**src/rtl/pipeline_hazard_controller_pkg.sv**
```systemverilog
// Shared types for the 5-stage pipeline hazard controller: FSM states,
// forwarding-mux selects and the all-zero control word loaded as a bubble.
package pipeline_hazard_controller_pkg;

    typedef enum logic [1:0] {
        INIT     = 2'd0,
        RUN      = 2'd1,
        MEM_WAIT = 2'd2
    } hzState_t;

    localparam logic [1:0] FWD_REG = 2'b00;
    localparam logic [1:0] FWD_WB  = 2'b01;
    localparam logic [1:0] FWD_MEM = 2'b10;

    typedef struct packed {
        logic       regWrite;
        logic       memToReg;
        logic       memRead;
        logic       memWrite;
        logic       branch;
        logic       aluSrc;
        logic       regDst;
        logic [1:0] aluOp;
    } ctrlWord_t;

    localparam ctrlWord_t BUBBLE_CTRL = '0;

endpackage

```
**src/rtl/pipeline_hazard_controller_forward.sv**
```systemverilog
// ALU operand forwarding selects for the EX stage; purely combinational.
// Zero latency, no backpressure: EX/MEM result wins over MEM/WB, $zero never forwards.
module hazard_forward_unit
    import pipeline_hazard_controller_pkg::*;
#(
    parameter int REG_ADDR_W = 5
) (
    input  logic [REG_ADDR_W-1:0] exRs,
    input  logic [REG_ADDR_W-1:0] exRt,
    input  logic                  memRegWrite,
    input  logic [REG_ADDR_W-1:0] memWriteReg,
    input  logic                  wbRegWrite,
    input  logic [REG_ADDR_W-1:0] wbWriteReg,
    output logic [1:0]            forwardA,
    output logic [1:0]            forwardB
);

    function automatic logic [1:0] fwdSel(input logic [REG_ADDR_W-1:0] src);
        if (memRegWrite && (memWriteReg != '0) && (memWriteReg == src))
            return FWD_MEM;
        else if (wbRegWrite && (wbWriteReg != '0) && (wbWriteReg == src))
            return FWD_WB;
        else
            return FWD_REG;
    endfunction

    always_comb begin
        forwardA = fwdSel(exRs);
        forwardB = fwdSel(exRt);
    end

endmodule

```
**src/rtl/pipeline_hazard_controller.sv**
```systemverilog
// Pipeline sequencing: post-reset drain, load-use stalls, branch squash, dmem wait/timeout.
// Control outputs are combinational from state and inputs; holds the pipe while dmem is not ready.
module pipeline_hazard_controller
    import pipeline_hazard_controller_pkg::*;
#(
    parameter int REG_ADDR_W  = 5,
    parameter int CNT_W       = 16,
    parameter int FILL_CYCLES = 4,
    parameter int TIMEOUT     = 8
) (
    input  logic                  clock,
    input  logic                  reset_n,
    input  logic [REG_ADDR_W-1:0] id_rs,
    input  logic [REG_ADDR_W-1:0] id_rt,
    input  logic                  id_uses_rt,
    input  logic                  ex_mem_read,
    input  logic [REG_ADDR_W-1:0] ex_rs,
    input  logic [REG_ADDR_W-1:0] ex_rt,
    input  logic                  mem_reg_write,
    input  logic [REG_ADDR_W-1:0] mem_write_reg,
    input  logic                  wb_reg_write,
    input  logic [REG_ADDR_W-1:0] wb_write_reg,
    input  logic                  branch_taken,
    input  logic                  dmem_req,
    input  logic                  dmem_ready,
    output logic                  pc_write,
    output logic                  ifid_write,
    output logic                  ifid_flush,
    output logic                  idex_flush,
    output logic                  exmem_flush,
    output logic                  pipe_hold,
    output logic [1:0]            forward_a,
    output logic [1:0]            forward_b,
    output logic [CNT_W-1:0]      stall_count,
    output logic [CNT_W-1:0]      flush_count,
    output logic                  mem_timeout,
    output logic [1:0]            state
);

    localparam int FILL_W = $clog2(FILL_CYCLES + 1);
    localparam int WAIT_W = $clog2(TIMEOUT + 1);

    logic [1:0]        nextState;
    logic [FILL_W-1:0] fillCnt, fillNext;
    logic [WAIT_W-1:0] waitCnt, waitNext;
    logic              loadUse, memStall, advance;
    logic              stallInc, flushInc, timeoutSet;

    assign loadUse  = ex_mem_read && (ex_rt != '0) &&
                      ((ex_rt == id_rs) || (id_uses_rt && (ex_rt == id_rt)));
    assign memStall = dmem_req && !dmem_ready;

    always_comb begin
        pc_write    = 1'b0;
        ifid_write  = 1'b0;
        ifid_flush  = 1'b0;
        idex_flush  = 1'b0;
        exmem_flush = 1'b0;
        pipe_hold   = 1'b0;
        nextState   = state;
        fillNext    = fillCnt;
        waitNext    = waitCnt;
        stallInc    = 1'b0;
        flushInc    = 1'b0;
        timeoutSet  = 1'b0;
        advance     = 1'b0;

        case (state)
            INIT: begin
                ifid_flush  = 1'b1;
                idex_flush  = 1'b1;
                exmem_flush = 1'b1;
                if (fillCnt == FILL_W'(FILL_CYCLES - 1)) begin
                    nextState = RUN;
                    fillNext  = '0;
                end else begin
                    fillNext = fillCnt + FILL_W'(1);
                end
            end
            RUN: begin
                if (memStall) begin
                    pipe_hold = 1'b1;
                    stallInc  = 1'b1;
                    nextState = MEM_WAIT;
                    // The RUN cycle that detects the wait is the first held cycle.
                    waitNext  = WAIT_W'(1);
                end else begin
                    advance = 1'b1;
                end
            end
            MEM_WAIT: begin
                if (dmem_ready) begin
                    advance   = 1'b1;
                    nextState = RUN;
                    waitNext  = '0;
                end else begin
                    pipe_hold = 1'b1;
                    stallInc  = 1'b1;
                    if (waitCnt >= WAIT_W'(TIMEOUT - 1)) begin
                        timeoutSet = 1'b1;
                        nextState  = RUN;
                        waitNext   = '0;
                    end else begin
                        waitNext = waitCnt + WAIT_W'(1);
                    end
                end
            end
            default: begin
                ifid_flush  = 1'b1;
                idex_flush  = 1'b1;
                exmem_flush = 1'b1;
                nextState   = INIT;
                fillNext    = '0;
                waitNext    = '0;
            end
        endcase

        // Branch outranks load-use: the dependent instruction is squashed anyway.
        if (advance) begin
            if (branch_taken) begin
                pc_write    = 1'b1;
                ifid_write  = 1'b1;
                ifid_flush  = 1'b1;
                idex_flush  = 1'b1;
                exmem_flush = 1'b1;
                flushInc    = 1'b1;
            end else if (loadUse) begin
                idex_flush = 1'b1;
                stallInc   = 1'b1;
            end else begin
                pc_write   = 1'b1;
                ifid_write = 1'b1;
            end
        end
    end

    always_ff @(posedge clock or negedge reset_n) begin
        if (!reset_n) begin
            state       <= INIT;
            fillCnt     <= '0;
            waitCnt     <= '0;
            stall_count <= '0;
            flush_count <= '0;
            mem_timeout <= 1'b0;
        end else begin
            state   <= nextState;
            fillCnt <= fillNext;
            waitCnt <= waitNext;
            if (stallInc && (stall_count != {CNT_W{1'b1}}))
                stall_count <= stall_count + CNT_W'(1);
            if (flushInc && (flush_count != {CNT_W{1'b1}}))
                flush_count <= flush_count + CNT_W'(1);
            if (timeoutSet)
                mem_timeout <= 1'b1;
        end
    end

    hazard_forward_unit #(
        .REG_ADDR_W(REG_ADDR_W)
    ) u_forward (
        .exRs       (ex_rs),
        .exRt       (ex_rt),
        .memRegWrite(mem_reg_write),
        .memWriteReg(mem_write_reg),
        .wbRegWrite (wb_reg_write),
        .wbWriteReg (wb_write_reg),
        .forwardA   (forward_a),
        .forwardB   (forward_b)
    );

endmodule

```
**config.mk**
```make
export PLATFORM = sky130hd
export DESIGN_NAME = pipeline_hazard_controller
export DESIGN_NICKNAME = d
export VERILOG_FILES = /design/src/rtl/pipeline_hazard_controller_pkg.sv /design/src/rtl/pipeline_hazard_controller_forward.sv /design/src/rtl/pipeline_hazard_controller.sv
export SDC_FILE = /design/constraint.sdc
export NUM_CORES = 1
export LEC_CHECK = 0
export BUFFER_PORTS_ARGS = -buffer_cell sky130_fd_sc_hd__buf_2
export CAP_MARGIN = 25
export CORE_MARGIN = 1
export CORE_UTILIZATION = 40
export DETAILED_ROUTE_END_ITERATION = 16
export GPL_ROUTABILITY_DRIVEN = 0
export GPL_TIMING_DRIVEN = 0
export PLACE_DENSITY = 0.78
export SKIP_CTS_REPAIR_TIMING = 1
export SYNTH_ARGS = -nofsm -noshare
export SYNTH_HDL_FRONTEND = slang
export SYNTH_HIERARCHICAL = 1
export SYNTH_SLANG_ARGS = --single-unit
export TNS_END_PERCENT = 10
```
**constraint.sdc**
```tcl
create_clock -name clock -period 3 [get_ports clock]
set_clock_uncertainty 0.2 [all_clocks]
set_input_delay 0.15 -clock clock [delete_from_list [all_inputs] [get_ports clock]]
set_output_delay 0.15 -clock clock [all_outputs]
set_load 0.02 [all_outputs]
```
== After elaboration in Yosys (flattened, before gate mapping) ==
Cells that the tools add are included.

* Flip-flop bits (word level): 42
* Word-level logic and storage cells: 85

* Add/subtract/negate cells: 4
* Magnitude comparators: 1
* Equality and inequality tests: 14
* Muxes and demuxes: 38
* Bitwise gates (word level): 1
* Reductions and logical operators: 21

{| class="wikitable"
|+ Operators by type and width
! kind !! number
|-
| $add A16 B1 Y16 const B || 2
|-
| $ne A16 B16 Y1 const B || 2
|-
| $eq A5 B5 Y1 || 6
|-
| $mux W1 || 23
|-
| $reduce_bool A5 Y1 || 3
|-
| $logic_and A1 B1 Y1 || 12
|-
| $mux W2 || 6
|-
| $mux W4 || 3
|-
| $pmux W4 S3 || 1
|-
| $pmux W2 S3 || 1
|-
| $pmux W3 S2 || 1
|-
| $add A4 B1 Y4 const B || 1
|-
| $ge A4 B3 Y1 const B || 1
|-
| $ne A2 B2 Y1 const B || 2
|-
| $pmux W1 S2 || 2
|-
| $add A3 B1 Y3 const B || 1
|-
| $eq A3 B2 Y1 const B || 1
|-
| $mux W3 || 1
|-
| $ne A3 B3 Y1 const B || 1
|-
| $reduce_and A3 Y1 || 1
|-
| $eq A2 B1 Y1 const B || 1
|-
| $eq A2 B2 Y1 const B || 1
|-
| $logic_not A2 Y1 || 1
|-
| $reduce_and A2 Y1 || 1
|-
| other kinds (4) || 4
|}

== Depth between registers and ports, before layout ==
Gate-level depths: netlist (run 1).

* Word-level depth: 8
* Gate-level depth with buffers: 9
* Mapped depth without buffers: 8

== By module ==
Netlist (run 1), hierarchy kept.

{| class="wikitable"
|+ By module, submodules not included
! module !! times used !! cells each !! area an instance (µm²) !! sequential area each (µm²)
|-
| pipeline_hazard_controller || 1 || 226 || 2,265.9 || 1,051.0
|-
| hazard_forward_unit || 1 || 34 || 257.7 || 0.0
|}

== Worst setup path before layout (run 1) ==
No wires, ideal clock.

* Path type: register to register
* Start: register state[0]
* End: register stall_count[6]
* Setup time: 0.080 ns
* Data arrival time: 2.460 ns
* Slack: 0.260 ns
* Cell stages (with the launch flop): 9
* Path buffers: 2
* Period minus slack after synthesis: 2.740 ns
* Cell sequence: dfrtp_1 -> inv_1 -> ha_1 -> buf_2 -> nor3b_1 -> a21oi_2 -> buf_2 -> nor4_2 -> xor2_1

* Longest elaborated chain between the ends: 6
* Elaborated cells between the ends (all ways): 8
* Classes of those cells: eq/ne (2); mux (5); reduce/logical (1)

{| class="wikitable"
|+ Ends and longest elaborated chain
! element !! line !! RTL
|-
| from (decl) || pipeline_hazard_controller.sv:37 || <nowiki>output logic [1:0] state</nowiki>
|-
| from (signal assigned) || pipeline_hazard_controller.sv:146 || <nowiki>state <= nextState;</nowiki>
|-
| $eq A2 B2 Y1 or $eq A2 B1 Y1 (tied branches) || - ||
|-
| $pmux W1 S2 * || - ||
|-
| via pipe_hold || pipeline_hazard_controller.sv:31 || <nowiki>output logic pipe_hold,</nowiki>
|-
| $mux W1 || pipeline_hazard_controller.sv:127 || <nowiki>end else if (loadUse) begin</nowiki>
|-
| $mux W1 || pipeline_hazard_controller.sv:120 || <nowiki>if (branch_taken) begin</nowiki>
|-
| $mux W1 * || pipeline_hazard_controller.sv:119 || <nowiki>if (advance) begin</nowiki>
|-
| $logic_and A1 B1 Y1 * || pipeline_hazard_controller.sv:149 || <nowiki>if (stallInc && (stall_count != {CNT_W{1'b1}}))</nowiki>
|-
| to (signal assigned) || pipeline_hazard_controller.sv:150 || <nowiki>stall_count <= stall_count + CNT_W'(1);</nowiki>
|-
| to (decl) || pipeline_hazard_controller.sv:34 || <nowiki>output logic [CNT_W-1:0] stall_count,</nowiki>
|}

Mark *: on every way through the listed nets, which the timed path passes. The rest lies on a longest branch.
A chain may end at the register's enable or synchronous reset.

== Worst setup path in the final report (run 1) ==
* Start: register state[0]
* End: register flush_count[15]

* Longest elaborated chain between the ends: 4
* Elaborated cells between the ends (all ways): 5
* Classes of those cells: eq/ne (2); mux (2); reduce/logical (1)

{| class="wikitable"
|+ Ends and longest elaborated chain
! element !! line !! RTL
|-
| $eq A2 B2 Y1 or $eq A2 B1 Y1 (tied branches) || pipeline_hazard_controller.sv:68 || <nowiki>case (state)</nowiki>
|-
| $pmux W1 S2 * || pipeline_hazard_controller.sv:68 ||
|-
| $mux W1 * || pipeline_hazard_controller.sv:119 ||
|-
| $logic_and A1 B1 Y1 * || pipeline_hazard_controller.sv:151 || <nowiki>if (flushInc && (flush_count != {CNT_W{1'b1}}))</nowiki>
|-
| to (signal assigned) || pipeline_hazard_controller.sv:152 || <nowiki>flush_count <= flush_count + CNT_W'(1);</nowiki>
|-
| to (decl) || pipeline_hazard_controller.sv:35 || <nowiki>output logic [CNT_W-1:0] flush_count,</nowiki>
|}

Mark *: on every way between the ends. The rest lies on a longest branch, timed or not.

==> summary.txt, run 1 <==
Drt
  • Number of remaining DRC errors: 0
  • Final WL: 5.579 mm
  • Post-DRT Antenna Nets: 0
  • DRT iter0 DRCs: 125
  • Routed len/inst: 13.10 um
  • First-pass detailed-route iteration total: 4
  • Mean number of vias per cell: 5.113
  • Vias post-DR: 2178

STA
  • Max Slew Vio Count: 0
  • RSZ-0062 raised after global routing: false
  • Final Hold Viols: 0
  • TNS Setup: 0 ns
  • Crit share post-route: 87.94%
  • Final count of negative-setup-slack endpoints: 0
  • Final min period: 2.638 ns
  • Fmax: 379.0 MHz
  • Worst Max-Slew Pin Slew: 0.9209 ns
  • Slew HR: 38.61%
  • Hold slack: 0.05003 ns

Setup path
  • Crit Path Class: reg2reg
  • Critical path capture point type: flip-flop
  • CP Launch Type: flip-flop
  • Worst path cell trace: inv_1 -> ha_1 -> buf_2 -> nand2_1 -> a21o_1 -> a41oi_2 -> nand4_1 -> nor3_1 -> xor2_1
  • Arrival time worst endpoint: 2.64 ns
  • WP data required: 3.01 ns
  • FF-to-FF setup slack: 0.36 ns
  • Crit path max fanout: 10
  • Slowest CP cell: dfrtp_1
  • CP peak stage delay: 0.41 ns

Placement
  • DP HPWL: 4.401 mm
  • Placed cell areas: 0.003033 sq mm
  • Port Buffers: 83

Power and ir drop
  • Switching Fraction: 41.36%
  • Int Power: 1.160 mW
  • Combinational share of power: 45.3%
  • P_sw: 0.8179 mW
  • Seq pwr share: 37.5%
  • Worst vdd ir: 0.6340 mV
  • Clk pwr share: 17.2%
  • P_leak: 1.568 nW
  • Pwr dens: 633.4 mW/mm^2

Logic synthesis
  • Syn Inst Count: 260
  • Syn Nets: 307
  • #FFs+latches synth: 42
  • Synth Warn #: 6
  • Netlist Area Pre-Place: 0.002524 sq mm
  • Synth cell types: 42
  • Post-synth top cells: 42 x dfrtp_1, 34 x xnor2_1, 33 x nand2_1, 25 x xor2_1, 17 x nor2_1
  • Top cells by area, synth: dfrtp_1 42%, xnor2_1 12%, xor2_1 8.7%
  • Main synth FF type: dfrtp_1
  • Register area share after synthesis: 41.65%
  • Synth area leader: dfrtp_1
  • Yosys top cell area share: 41.65%
  • Synth async-reset ratio: 100.0%
  • Post-synth EDFFs: 0
  • Top-count cell post-synth: dfrtp_1
  • Average size of a mapped cell: 9.706 sq um

GRT
  • First-pass GRT wire length: 9.183 mm
  • Initial antenna violation count: 0
  • Vias in the first global route: 2047
  • Largest net degree at the start of global routing: 43
  • Overflow after GRT: 0
  • Tot GR Track Use: 17.82%

Die
  • # IOs: 84
  • Die area: 0.006631 sq mm
  • Core area: 0.005991 sq mm
  • Initial Utilization: 42.13%
  • Die X: 81.43 um
  • Die height: 81.43 um
  • # rows: 28

Clock network
  • CTS Buf Count: 5
  • Insertion delay to the later sink of the worst-skew pair: 0.28 ns
  • H-tree depth: 2
  • CTS tree: done
  • Longest Clk Path Bufs: 2
  • CTS sink cnt: 42
  • Reg clk slew, reported paths: 0.07 ns
  • CTS root buffer: clkbuf_8

Cells and area
  • Diode count: 0
  • Layout area overhead: 23.70%
  • Layout Nets: 398
  • Layout cell share with drive strength beyond 1: 30.20%
  • Final instance area: 0.003122 sq mm
  • Layout Utilization: 52.11%

Run
  • Number of max-cap violations: 0

Outcome
  • Outcome: complete, no violations

Min path
  • Worst min path class: in2reg
## layer usage
| metal | GRT usage (%) | share of wire (%) |
|---|---|---|
| met1 | 22.68 | 46 |
| met2 | 30.08 | 49 |
| met3 | 4.444 | 4.9 |
| met4 | 4.464 | 0.38 |
| met5 | 0 | 0 |
## power groups by stage
stage | clock (mW) | combinational, mW | sequential (mW)
detailed placement | 0 | 0.897 | 0.752
CTS | 0.352 | 0.901 | 0.742
finish | 0.341 | 0.896 | 0.741
floorplan | 0 | 0.554 | 0.814
global route | 0.373 | 0.979 | 0.756
global placement | 0 | 0.884 | 0.749
## layout by cell type, fill, tap and decap left out, drive strengths merged, types with 2 or more instances in the layout
master,netlist,final
clkbuf,0,5
nor3b,2,2
nand3,14,14
a21o,2,2
ha,8,8
buf,5,88
a21oi,8,8
nor4b,3,3
dfrtp,42,42
nor3,10,10
mux2,3,3
xor2,25,25
clkinv,0,2
o21ai,7,7
or4,2,2
or3,2,2
nor2,17,17
inv,6,6
nor4,8,8
xnor2,34,34
nand4,9,9
nand2,33,33
nand2b,4,4
## sequential cells by signal, summed over array words and instances, names as in the netlist
register     flops
state            2
mem_timeout      1
waitCnt          4
stall_count     16
flush_count     16
fillCnt          3
## logic make-up after synthesis
kind of cell / share of synthesized area (%)
adders and majority gates: 3.966
DFF: 41.65
and+or+nand+nor: 24.00
muxes: 1.339
AOI/OAI and AO/OA: 6.495
buffers and inverters: 2.082
xor gates and xnor gates: 20.48
## critical path, delay by kind of cell (launching register included)
kind | cells | cell delay (ns)
compound gates | 2 | 0.45
xor+xnor | 1 | 0.17
fa+ha+maj | 1 | 0.30
buf+inv | 2 | 0.29
flops | 1 | 0.41
simple gates | 3 | 0.74
## stage by stage
step                total power, mW  worst slack, ns  std cells
floorplan                     1.368           0.2599        260
global placement              1.633           0.4328        418
detailed placement            1.649           0.3660        418
CTS                           1.996           0.3536        425
global route                  2.108           0.1708        426
finish                        1.977           0.3617        426
## area by class of cell
cell class / count / area, sq um
tap: 75 / 93.84
clock buffer: 5 / 68.82
clock inverter: 2 / 10.01
multi-input combinational: 207 / 1420
buffer: 5 / 30.03
fill: 569 / 2869
sequential: 42 / 1051
inverter: 6 / 22.52
timing repair buffer: 84 / 425.4
## path summary, 6_finish.rpt
kind / startpoint / to / cells after the start
max: state[0] / flush_count[15] / 9
min: dmem_ready / mem_timeout / 3
max reg2reg: state[0] / flush_count[15] / 9
min reg2reg: mem_timeout / mem_timeout / 1
max in group asynchronous: reset_n / flush_count[15] / 2
min in group asynchronous: reset_n / waitCnt[2] / 2
Power figures use the tool's default switching activity.
==> run 2: changes to the inputs <==
Settings changed: BUFFER_PORTS_ARGS -buffer_cell sky130_fd_sc_hd__buf_2 to -buffer_cell sky130_fd_sc_hd__clkbuf_2.
==> summary.txt, run 2 (synthesis results as in run 1) <==
Outcome
  • Outcome: complete, no violations

Placement
  • DP Cell Count: 419
  • Placed cell areas: 0.003053 sq mm
  • DP HPWL: 4.479 mm
  • Port Buffers: 83
  • Place WS: 0.4064 ns

Power and ir drop
  • P_leak: 1.555 nW
  • P_sw: 0.8330 mW
  • Seq pwr share: 37.4%
  • Final Total Pwr: 1.993 mW
  • Switching Fraction: 41.80%
  • Pwr dens: 634.3 mW/mm^2
  • Worst vdd ir: 0.7363 mV
  • Combinational share of power: 45.6%
  • Int Power: 1.160 mW
  • Clk pwr share: 17.0%

Cells and area
  • Diode count: 0
  • Layout area overhead: 24.49%
  • Top Registers: flush_count x16, stall_count x16, waitCnt x4
  • Commonest non-fill, non-tap cell in the layout: clkbuf_2
  • Final instance area: 0.003142 sq mm
  • Fillers: 555
  • Post-route insts no fill: 427
  • Layout cell share with drive strength beyond 1: 30.40%
  • Commonest cells after routing, fill and taps aside: 83 x clkbuf_2, 42 x dfrtp_1, 34 x xnor2_1, 33 x nand2_1, 25 x xor2_1
  • Layout Utilization: 52.44%
  • Layout Nets: 399

Drt
  • Vias post-DR: 2195
  • Routed len/inst: 13.25 um
  • Post-DRT Antenna Nets: 0
  • Final WL: 5.659 mm
  • Mean number of vias per cell: 5.141
  • DRT iter0 DRCs: 82
  • First-pass detailed-route iteration total: 4
  • Number of remaining DRC errors: 0

STA
  • TNS Setup: 0 ns
  • Setup slack after layout: 0.3688 ns
  • RSZ-0062 raised after global routing: false
  • Worst Max-Slew Pin Slew: 0.6643 ns
  • Hold slack: 0.06256 ns
  • Fmax: 380.0 MHz
  • Slew HR: 55.37%
  • Final min period: 2.631 ns
  • Final Hold Viols: 0
  • Crit share post-route: 87.71%
  • Final count of negative-setup-slack endpoints: 0
  • Max Slew Vio Count: 0

Die
  • Die X: 81.43 um
  • Die area: 0.006631 sq mm
  • # IOs: 84
  • Initial Utilization: 42.13%
  • # rows: 28
  • Die height: 81.43 um
  • Core area: 0.005991 sq mm

Min path
  • Hold endpoint: mem_timeout
  • Worst min path class: in2reg
  • Hold-critical path depth: 3
  • Hold Path Origin: dmem_ready

Clock network
  • CTS tree: done
  • Longest Clk Path Bufs: 2
  • CTS sink cnt: 42
  • H-tree depth: 2
  • Insertion delay to the later sink of the worst-skew pair: 0.28 ns
  • Reg clk slew, reported paths: 0.08 ns
  • CTS root buffer: clkbuf_8
  • CTS Buf Count: 5

GRT
  • Initial antenna violation count: 0
  • Largest net degree at the start of global routing: 31
  • Overflow after GRT: 0
  • First-pass GRT wire length: 9.087 mm
  • Tot GR Track Use: 17.43%
  • Vias in the first global route: 2001

Setup path
  • Arrival time worst endpoint: 2.59 ns
  • WP data required: 2.96 ns
  • FF-to-FF setup slack: 0.37 ns
  • Critical path capture point type: flip-flop
  • FF-to-FF path depth: 9
  • CP Launch Type: flip-flop
  • R2r startpoint: state[0]
  • Crit Path Class: reg2reg
  • Crit path max fanout: 10
  • Reg2reg end: stall_count[3]

Run
  • Number of max-cap violations: 0
[run 2: cell count changes in the layout (fill, tap and decap cells not counted), sizes merged]
cell    previous run  this run
clkbuf             5        88
buf               88         6
[run 2: layout make-up]
| cell class | count | area, sq um | share of cell area, % |
|---|---|---|---|
| Sequential cell | 42 | 1051 | 33.45 |
| Inverter | 6 | 22.52 | 0.7168 |
| Clock inverter | 2 | 10.01 | 0.3186 |
| Multi-Input combinational cell | 207 | 1420 | 45.20 |
| Tap cell | 75 | 93.84 | 2.987 |
| Clock buffer | 5 | 68.82 | 2.190 |
| Buffer | 5 | 30.03 | 0.9558 |
| Timing Repair Buffer | 85 | 445.4 | 14.18 |
[run 2: routing by layer]
layer	global-route usage [%]	share of wire (%)	vias to the layer above
li1	-	-	1087
met1	23.09	46	1038
met2	29.00	49	66
met3	3.667	4.5	4
met4	3.929	0.41	0
met5	0	0	-
[run 2: worst max-delay path by stage]
stage	from	endpoint	slack (ns)
after floorplan	state[0]	stall_count[6]	0.26
after global placement	state[0]	flush_count[15]	0.43
after detailed placement	state[0]	stall_count[3]	0.41
after CTS	state[0]	stall_count[3]	0.38
after global routing	state[0]	stall_count[5]	0.21
final	state[0]	stall_count[3]	0.37
[run 2: power groups by stage]
stage | logic, mW | registers, mW | clock network [mW]
2_1_floorplan | 0.554 | 0.814 | 0
3_3_place_gp | 0.883 | 0.751 | 0
3_5_place_dp | 0.910 | 0.755 | 0
4_1_cts | 0.914 | 0.745 | 0.355
5_1_grt | 0.999 | 0.760 | 0.376
6_report | 0.909 | 0.746 | 0.338
[run 2: worst max-delay path, stage by stage (launching register included)]
cell and delay (ns):
dfrtp_1 0.43, inv_1 0.09, ha_1 0.26, o21ai_1 0.27, a21bo_1 0.17, and4bb_1 0.22
a21oi_2 0.31, buf_2 0.31, nor3_1 0.11, xor2_1 0.15
